[src/rtl/ps2_kbd_rx.sv]
// PS/2 keyboard receiver: conditions the asynchronous PS/2 clock/data, deserialises
// 11-bit frames and folds E0/F0 prefixes into flags on the following scancode.
module ps2_kbd_rx #(
    parameter int FILTER_LEN = 4,
    parameter int TIMEOUT    = 16384
) (
    input  logic       clk,
    input  logic       reset,
    input  logic       ps2_clk,
    input  logic       ps2_data,
    output logic [7:0] byte_data,
    output logic       byte_strobe,
    output logic [7:0] key_code,
    output logic       key_extended,
    output logic       key_released,
    output logic       key_strobe,
    output logic       frame_error
);

    localparam int WD_W = $clog2(TIMEOUT + 1);
    localparam logic [WD_W-1:0] WD_LAST = WD_W'(TIMEOUT - 1);

    typedef enum logic {
        ST_IDLE = 1'b0,
        ST_RECV = 1'b1
    } state_t;

    // Odd parity across the eight data bits and the parity bit.
    function automatic logic odd_parity_ok(input logic [8:0] bits);
        return ^bits;
    endfunction

    logic                  clk_meta_q, clk_sync_q;
    logic                  dat_meta_q, dat_sync_q;
    logic [FILTER_LEN-1:0] filt_q, filt_d;
    logic                  fclk_q, fclk_d;
    logic                  sample_s;

    state_t                state_q, state_d;
    logic [3:0]            bit_cnt_q, bit_cnt_d;
    logic [7:0]            shift_q, shift_d;
    logic                  par_q, par_d;
    logic [WD_W-1:0]       wd_q, wd_d;
    logic                  ext_pend_q, ext_pend_d;
    logic                  rel_pend_q, rel_pend_d;

    logic [7:0]            byte_data_q, byte_data_d;
    logic                  byte_strobe_q, byte_strobe_d;
    logic [7:0]            key_code_q, key_code_d;
    logic                  key_ext_q, key_ext_d;
    logic                  key_rel_q, key_rel_d;
    logic                  key_strobe_q, key_strobe_d;
    logic                  frame_err_q, frame_err_d;

    // A falling edge of the filtered clock is seen when the all-zero taps meet a high level.
    assign sample_s = fclk_q && (filt_q == {FILTER_LEN{1'b0}});

    // Next-state logic: clock filter, frame deserialiser, watchdog and prefix folding.
    always_comb begin
        filt_d        = {filt_q[FILTER_LEN-2:0], clk_sync_q};
        fclk_d        = fclk_q;
        state_d       = state_q;
        bit_cnt_d     = bit_cnt_q;
        shift_d       = shift_q;
        par_d         = par_q;
        wd_d          = wd_q;
        ext_pend_d    = ext_pend_q;
        rel_pend_d    = rel_pend_q;
        byte_data_d   = byte_data_q;
        byte_strobe_d = 1'b0;
        key_code_d    = key_code_q;
        key_ext_d     = key_ext_q;
        key_rel_d     = key_rel_q;
        key_strobe_d  = 1'b0;
        frame_err_d   = 1'b0;

        if (filt_q == {FILTER_LEN{1'b0}}) begin
            fclk_d = 1'b0;
        end else if (filt_q == {FILTER_LEN{1'b1}}) begin
            fclk_d = 1'b1;
        end else begin
            fclk_d = fclk_q;
        end

        case (state_q)
            ST_IDLE: begin
                wd_d = {WD_W{1'b0}};
                if (sample_s && !dat_sync_q) begin
                    state_d   = ST_RECV;
                    bit_cnt_d = 4'd1;
                    par_d     = 1'b0;
                end else begin
                    state_d = ST_IDLE;
                end
            end
            ST_RECV: begin
                if (sample_s) begin
                    wd_d = {WD_W{1'b0}};
                    if (bit_cnt_q <= 4'd8) begin
                        shift_d   = {dat_sync_q, shift_q[7:1]};
                        bit_cnt_d = bit_cnt_q + 4'd1;
                    end else if (bit_cnt_q == 4'd9) begin
                        par_d     = dat_sync_q;
                        bit_cnt_d = 4'd10;
                    end else begin
                        state_d   = ST_IDLE;
                        bit_cnt_d = 4'd0;
                        if (odd_parity_ok({par_q, shift_q}) && dat_sync_q) begin
                            byte_data_d   = shift_q;
                            byte_strobe_d = 1'b1;
                            if (shift_q == 8'hE0) begin
                                ext_pend_d = 1'b1;
                            end else if (shift_q == 8'hF0) begin
                                rel_pend_d = 1'b1;
                            end else begin
                                key_code_d   = shift_q;
                                key_ext_d    = ext_pend_q;
                                key_rel_d    = rel_pend_q;
                                key_strobe_d = 1'b1;
                                ext_pend_d   = 1'b0;
                                rel_pend_d   = 1'b0;
                            end
                        end else begin
                            frame_err_d = 1'b1;
                            ext_pend_d  = 1'b0;
                            rel_pend_d  = 1'b0;
                        end
                    end
                end else if (wd_q == WD_LAST) begin
                    // Truncated frame: abandon it and forget any half-received prefix.
                    state_d     = ST_IDLE;
                    bit_cnt_d   = 4'd0;
                    frame_err_d = 1'b1;
                    ext_pend_d  = 1'b0;
                    rel_pend_d  = 1'b0;
                end else begin
                    wd_d = wd_q + {{(WD_W-1){1'b0}}, 1'b1};
                end
            end
            default: begin
                state_d   = ST_IDLE;
                bit_cnt_d = 4'd0;
            end
        endcase
    end

    // State registers; synchronisers and filter reset idle-high so reset never fakes an edge.
    always_ff @(posedge clk) begin
        if (reset) begin
            clk_meta_q    <= 1'b1;
            clk_sync_q    <= 1'b1;
            dat_meta_q    <= 1'b1;
            dat_sync_q    <= 1'b1;
            filt_q        <= {FILTER_LEN{1'b1}};
            fclk_q        <= 1'b1;
            state_q       <= ST_IDLE;
            bit_cnt_q     <= 4'd0;
            shift_q       <= 8'h00;
            par_q         <= 1'b0;
            wd_q          <= {WD_W{1'b0}};
            ext_pend_q    <= 1'b0;
            rel_pend_q    <= 1'b0;
            byte_data_q   <= 8'h00;
            byte_strobe_q <= 1'b0;
            key_code_q    <= 8'h00;
            key_ext_q     <= 1'b0;
            key_rel_q     <= 1'b0;
            key_strobe_q  <= 1'b0;
            frame_err_q   <= 1'b0;
        end else begin
            clk_meta_q    <= ps2_clk;
            clk_sync_q    <= clk_meta_q;
            dat_meta_q    <= ps2_data;
            dat_sync_q    <= dat_meta_q;
            filt_q        <= filt_d;
            fclk_q        <= fclk_d;
            state_q       <= state_d;
            bit_cnt_q     <= bit_cnt_d;
            shift_q       <= shift_d;
            par_q         <= par_d;
            wd_q          <= wd_d;
            ext_pend_q    <= ext_pend_d;
            rel_pend_q    <= rel_pend_d;
            byte_data_q   <= byte_data_d;
            byte_strobe_q <= byte_strobe_d;
            key_code_q    <= key_code_d;
            key_ext_q     <= key_ext_d;
            key_rel_q     <= key_rel_d;
            key_strobe_q  <= key_strobe_d;
            frame_err_q   <= frame_err_d;
        end
    end

    assign byte_data    = byte_data_q;
    assign byte_strobe  = byte_strobe_q;
    assign key_code     = key_code_q;
    assign key_extended = key_ext_q;
    assign key_released = key_rel_q;
    assign key_strobe   = key_strobe_q;
    assign frame_error  = frame_err_q;

endmodule

[config.mk]
export PLATFORM = sky130hd
export DESIGN_NAME = ps2_kbd_rx
export DESIGN_NICKNAME = d
export VERILOG_FILES = /design/src/rtl/ps2_kbd_rx.sv
export SDC_FILE = /design/constraint.sdc
export NUM_CORES = 1
export LEC_CHECK = 0
export ABC_AREA = 1
export BUFFER_PORTS_ARGS = -buffer_cell sky130_fd_sc_hd__buf_2
export CAP_MARGIN = 20
export CORE_UTILIZATION = 52
export DETAILED_ROUTE_END_ITERATION = 16
export HOLD_SLACK_MARGIN = 0.1
export PLACE_DENSITY = 0.7
export SLEW_MARGIN = 30
export SYNTH_ARGS = -nofsm -noshare
export SYNTH_HDL_FRONTEND = slang
export SYNTH_SLANG_ARGS = --single-unit
[constraint.sdc]
create_clock -name clk -period 2.3 [get_ports clk]
set_input_delay 0.23 -clock clk [delete_from_list [all_inputs] [get_ports clk]]
set_output_delay 0.23 -clock clk [all_outputs]
set_load 0.02 [all_outputs]
==> results by group, run 1 <==
Clocking
  – Max Root-Sink Buffers: 2
  – CTS sink cnt: 61
  – # resized after CTS: 0
  – Root Driver: clkbuf_8
  – Clock Latency Late Sink: 0.33 ns
  – Clk slew on worst S/H paths: about 0.060 ns
  – CTS tree: done
  – Max H-tree Level: 3
  – Cts bufs inserted: 9

Synth
  – Cell taking the most area after synthesis: dfxtp_1
  – Distinct cells, synth: 34
  – Top post-synthesis cells by area: dfxtp_1, a21oi_1, nand2_1
  – Mean Syn Cell Area: 7.86 µm²
  – Flops & latches, synth: 61
  – Sequential share of the synthesized area: 0.430
  – Synth top area share: 0.430
  – Syn_nets: 374
  – Cells after Synth: around 360
  – Synth warnings: 0
  – Post-Syn Area: ~0.0028 mm²

Global route
  – Total grt overflow: 0
  – Tot GR Track Use: 0.225
  – Pin count of the biggest net entering global routing: 25
  – Vias in the first global route: 2,078
  – First-pass GRT wire length: 9480 µm
  – Initial antenna violation count: 0

Layout
  – Final net count: 405
  – Ant diodes: 0
  – Fin cells: 466
  – Final Cell Area: 0.00320 mm²
  – Syn-to-layout area delta: 12.9%
  – Layout cells sized above 1: 0.187

Status
  – Outcome: complete, no violations

Timing
  – Final min period: 1.98 ns
  – Highest clock rate: 505 MHz
  – Max-slew violations: 0
  – Share of the clock period used by the worst path: 0.862
  – Min Hold Slack: 0.334 ns
  – Final setup fails: 0
  – Worst-Margin Slew: 0.638 ns
  – RSZ-0062 raised after global routing: false
  – Setup WS post-layout: 0.318 ns
  – Max_slew headroom: 0.574
  – Worst clock skew: 0.00679 ns
  – Final hold violation count: 0
  – Setup TNS: 0 ns

Pwr
  – Sequential share of power: 0.563
  – Comb pwr share: 0.017
  – Power per Cell Area: approximately 590 mW/mm²
  – Switch share: 0.214
  – Leakage: between 1 and 1.5 nW
  – Internal Power: 1.48 mW
  – Clk pwr share: 0.421
  – Sw power: 0.404 mW
  – Max VDD drop: between 300 and 400 µV

Floorplanning
  – Placeable core area: 0.00517 mm²
  – Std cell rows: 26
  – I/O Pins: 25
  – Die W: 75.9 µm
  – Starting Density: 0.549
  – Die height: around 76 µm
  – Die area: between 0.005 and 0.006 mm²

Place
  – Cell Area, Placed: 0.00303 mm²
  – Port Buffers: 24
  – Cells after DPL: around 450
  – Place WS: around 0.34 ns
  – RePlAce Congestion: around 0.88
  – DPL Wire Length: 4110 µm

Critical path
  – Crit. End Element: flip-flop
  – Critical Path AT: 2.19 ns
  – Crit path kind: flip-flop to flip-flop
  – Critical path data required time: 2.51 ns
  – CP Launch Type: flip-flop
  – Worst-path fanout max: 13

Job
  – Max Cap Viol: 0

Hold path
  – HP Class: primary input to flip-flop

Routing
  – TritonRoute pass-1 iters: 5
  – Wirelength, routed: 5900 µm
  – Wire per inst: approximately 13 µm
  – Post-route DRC violation count: 0
  – DRT iter0 DRCs: 117
  – Number of routed nets with antenna violations: 0
  – Vias/cell: 5.22
  – Vias: 2,433
## layout make-up
class                   instances  area [µm²]
fillers                       468        1970
flip-flops and latches         61        1220
inverters                      43         164
clock buffers                  13         149
clock inverters                 2        10.0
repair buffers                 30         170
multi-input cells             247        1400
well taps                      70        87.6
## final timing paths
path                   start          end  slack [ns]  cells past startpoint
hold / removal         reset     wd_q[10]        0.33                      2
hold reg to reg   dat_meta_q   dat_sync_q        0.41                      1
setup / recovery  shift_q[1]  key_code[3]        0.32                     10
setup reg to reg  shift_q[1]  key_code[3]        0.32                     10
## per-layer routing
| layer | wire, µm | global-route usage |
|---|---|---|
| met2 | 2590 | 0.334 |
| met4 | 121 | 0.113 |
| met1 | 2950 | 0.300 |
| met5 | 0 | 0 |
| met3 | 232 | 0.0582 |
## registers in the layout (all words and copies together) (netlist names), 4 cells and up
| register | cells |
|---|---|
| wd_q | 15 |
| byte_data | 8 |
| key_code | 8 |
| shift_q | 8 |
| bit_cnt_q | 4 |
| filt_q | 4 |
## cells in the final DEF, fill, tap and decap left out, types with 2 or more instances in the layout
master / n
dfxtp_1: 61
nand2_2: 5
o21ai_1: 12
buf_4: 4
a211oi_1: 6
clkbuf_8: 10
nand3_1: 20
nor4_1: 13
nor2_4: 4
nor2_1: 35
nor3_1: 5
nand2_4: 3
nand2_1: 43
or2_2: 9
inv_1: 40
a21oi_1: 35
clkbuf_1: 3
clkinv_2: 2
buf_2: 24
o21ai_0: 19
nand4_1: 7
inv_2: 2
xor2_1: 9
nor2_8: 2
ha_1: 9
nor2_2: 4
dlygate4sd3_1: 2
## power by group through the flow
stage / clock network, mW / registers, mW / logic [mW]
after global placement: 0 / 1.09 / 0.0280
after detailed placement: 0 / 1.09 / 0.0293
after CTS: 0.813 / 1.06 / 0.0320
after global routing: 0.854 / 1.06 / 0.0352
final: 0.794 / 1.06 / 0.0314
after floorplan: 0 / 1.09 / 0.0196
## critical path, cell delays in order (launching register included)
cell	delay [ns]
dfxtp_1	0.40
inv_1	0.09
ha_1	0.30
inv_1	0.06
nand3_1	0.13
nand3_1	0.11
nand2_1	0.05
nor2_1	0.22
inv_2	0.16
nor4_1	0.27
nor2_1	0.08
## metrics by stage
step           utilization  power (mW)
3_3_place_gp         0.585        1.11
4_1_cts              0.619        1.91
2_1_floorplan            -        1.10
6_report             0.619        1.89
5_1_grt              0.619        1.95
3_5_place_dp         0.585        1.12
## synth_stat cells (all sizes together)
master and count:
o211a 1, ha 9, nand3 21, dfxtp 61, xor2 9, nand4 7
o21ai 32, or2 10, nor4 13, nor3 6, buf 5, a21oi 35
clkbuf 5, a31oi 1, a211oi 6, nand2 51, nand3b 1, nor2 45
inv 43
## timing repair
action / in CTS / in global routing
setup buffers: 0 / 0
endpoints found under the hold margin: 2 / 0
hold buffers: 2 / 0
## logic make-up (layout without fill, tap and decap cells)
| family | after synthesis | after routing | synth area share |
|---|---|---|---|
| xor gates and xnor gates | 9 | 9 | 0.0278 |
| DFF | 61 | 61 | 0.430 |
| AOI/OAI and AO/OA | 75 | 75 | 0.141 |
| and+or+nand+nor | 154 | 154 | 0.286 |
| adders and majority gates | 9 | 9 | 0.0397 |
| buffers and inverters | 53 | 88 | 0.0758 |
Power figures use the tool's default switching activity.
==> run 2: changes to the inputs <==
Settings changed: CORE_ASPECT_RATIO from default to 1.4, CORE_MARGIN from default to 2.
==> run 2 against run 1 <==
Sequential power about the same. Power is 2.9% higher. Global-route usage decreased by 0.80 points. Clock skew shrank 0.0018 ns. Register-to-register slack got worse by 0.25 ns. Hold slack got worse by 0.017 ns. Clock-buffer cell count is 1 lower. Final cell count down 0.43%. Utilization decreased by 0.35 points. Critical path type unchanged. Highest routed layer unchanged.
==> results by group, run 2 (synthesis results as in run 1) <==
Status
  – Outcome: complete, no violations

Critical path
  – Crit path kind: flip-flop to flip-flop
  – Critical path data required time: 2.51 ns (about the same)
  – CP max stage delay: 0.43 ns (+0.03 ns)
  – CP Launch Type: flip-flop
  – Worst-path fanout max: 13 (unchanged)
  – Critical Path AT: 2.44 ns (+0.25 ns)
  – Buf+Inv Stages, Crit Path: 3 (unchanged)
  – FF-to-FF End: key_code[6]
  – Crit. End Element: flip-flop
  – FF-to-FF Start: shift_q[3]
  – Slowest CP cell: nor4_1
  – Delay-heaviest family, CP: simple AND/OR/NAND/NOR gates
  – R2R cell count: 11 (+1)
  – Reg2reg setup slack: 0.06 ns (-0.25 ns)
  – CP cell instances: inv_1 > ha_1 > inv_1 > nand2_1 > nand3_1 > nand3_1 > nand2_1 > nor2_1 > inv_2 > nor4_1 > nor2_1

Routing
  – Wire per inst: 12.8 µm (+1.2%)
  – TritonRoute pass-1 iters: 4 (-1)
  – Vias: 2,426 (-0.29%)
  – Number of routed nets with antenna violations: 0 (unchanged)
  – Wirelength, routed: 5950 µm (+0.80%)
  – DRT iter0 DRCs: 113 (-3.4%)
  – Post-route DRC violation count: 0 (unchanged)
  – Vias/cell: 5.23 (+0.14%)

Pwr
  – Max VDD drop: 371 µV (+5.0%)
  – Clk pwr share: 0.438 (+0.017)
  – Sw power: 0.427 mW (+5.7%)
  – Internal Power: 1.52 mW (+2.1%)
  – Sequential share of power: 0.547 (-0.016)
  – Switch share: 0.220 (+0.00591)
  – Power per Cell Area: 602 mW/mm² (+2.2%)
  – Comb pwr share: 0.016 (about the same)
  – Leakage: 1.34 nW (+1.1%)

Floorplanning
  – Std cell rows: 31 (+19%)
  – Die height: 91.4 µm (+20%)
  – Die area: 0.00607 mm² (+5.5%)
  – Die W: 66.4 µm (-12%)
  – Placeable core area: 0.00524 mm² (+1.2%)
  – I/O Pins: 25 (unchanged)
  – Starting Density: 0.542 (-0.00669)

Global route
  – Tot GR Track Use: 0.217 (-0.00796)
  – First-pass GRT wire length: 9900 µm (+4.4%)
  – Total grt overflow: 0 (unchanged)
  – Pin count of the biggest net entering global routing: 26 (+4.0%)
  – Vias in the first global route: 2,216 (+6.6%)
  – Initial antenna violation count: 0 (unchanged)

Layout
  – Layout fillers: 503 (+7.5%)
  – Layout cells sized above 1: 0.196 (+0.00911)
  – Ant diodes: 0 (unchanged)
  – Multi-input gate area: 0.00140 mm² (unchanged)
  – Fin cells: 464 (-0.43%)
  – Top reg by flops: wd_q
  – Most common cell after layout, fill and taps aside: dfxtp_1
  – Number of flip-flops in the largest register: 15 (unchanged)
  – Most frequent cells in the layout: dfxtp_1, nand2_1, inv_1
  – Final net count: 406 (+0.25%)
  – Syn-to-layout area delta: 13.6%
  – Storage cell area: 0.00122 mm² (unchanged)

Timing
  – Max-slew violations: 0 (unchanged)
  – Min Hold Slack: 0.318 ns (-0.0167 ns)
  – Highest clock rate: 447 MHz (-11%)
  – Final min period: 2.24 ns (+0.254 ns)
  – Worst-Margin Slew: 0.533 ns (-0.105 ns)
  – Share of the clock period used by the worst path: 0.972 (+0.110)
  – Final setup fails: 0 (unchanged)
  – Worst clock skew: 0.00495 ns (-0.00184 ns)
  – RSZ-0062 raised after global routing: true
  – Max_slew headroom: 0.642 (+0.0671)
  – Final hold violation count: 0 (unchanged)

Clocking
  – Clk slew on worst S/H paths: 0.06 ns (about the same)
  – CTS sink cnt: 61 (unchanged)
  – Post-CTS Setup Inserts: 0 (unchanged)
  – Max H-tree Level: 3 (unchanged)
  – CTS tree: done
  – Max Root-Sink Buffers: 2 (unchanged)
  – Root Driver: clkbuf_8
  – Cts bufs inserted: 9 (unchanged)
  – Clock Latency Late Sink: 0.34 ns (about the same)
  – # resized after CTS: 0 (unchanged)

Place
  – Port Buffers: 24 (unchanged)
  – DPL Wire Length: 4400 µm (+7.0%)
  – RePlAce Congestion: 0.923 (+5.2%)
  – Cells after DPL: 446 (-0.67%)

Hold path
  – Worst Min Path Start: reset
  – Hold Crit Depth: 2 (unchanged)
  – HP Class: primary input to flip-flop
  – Hold EP: wd_q[6]

Job
  – Max Cap Viol: 0 (unchanged)
==> run 2: worst max path at each step <==
stage	startpoint	to	slack [ns]	cells after the start
after floorplan	shift_q[2]	key_code[3]	0.53	13
after detailed placement	shift_q[3]	key_code[6]	0.09	11
after CTS	shift_q[3]	key_code[6]	0.07	11
final	shift_q[3]	key_code[6]	0.06	11
after global routing	shift_q[2]	key_code[6]	-0.16	12
after global placement	shift_q[3]	key_code[7]	0.14	11
==> run 2: what timing repair did <==
item | 4_1_cts | 5_1_grt
hold buffers | 2 | 0
setup endpoints to repair | 0 | 3
endpoints found under the hold margin | 2 | 0
==> run 2: layout make-up <==
type,count,share of cell area
clock buffer,12,0.0481
clock inverter,4,0.00698
inverter,43,0.0508
multi-input combinational,247,0.435
sequential,61,0.379
tap,66,0.0256
timing repair buffer,31,0.0551
==> run 2: power by group through the flow <==
stage	logic (mW)	clock network, mW	registers [mW]
after floorplan	0.0196	0	1.09
after global placement	0.0276	0	1.09
after detailed placement	0.0278	0	1.09
after CTS	0.0304	0.879	1.06
after global routing	0.0344	0.919	1.06
final	0.0303	0.850	1.06
==> run 2: metal layers <==
metal,routed length [µm],share of wire,vias up,GRT usage
met5,0,0,-,0
met4,206,0.035,0,0.131
met3,171,0.029,14,0.0458
met2,3070,0.52,45,0.373
met1,2500,0.42,1099,0.235
li1,-,-,1268,-
==> run 2: per-stage QoR <==
stage | util | area [µm²] | setup TNS [ns] | setup WS (ns) | power (mW)
floorplan | - | 2840 | 0 | 0.532 | 1.10
global placement | 0.578 | 3030 | 0 | 0.136 | 1.11
detailed placement | 0.578 | 3030 | 0 | 0.0918 | 1.11
CTS | 0.616 | 3230 | 0 | 0.0654 | 1.97
global route | 0.616 | 3230 | -0.346 | -0.161 | 2.02
finish | 0.616 | 3230 | 0 | 0.0640 | 1.94
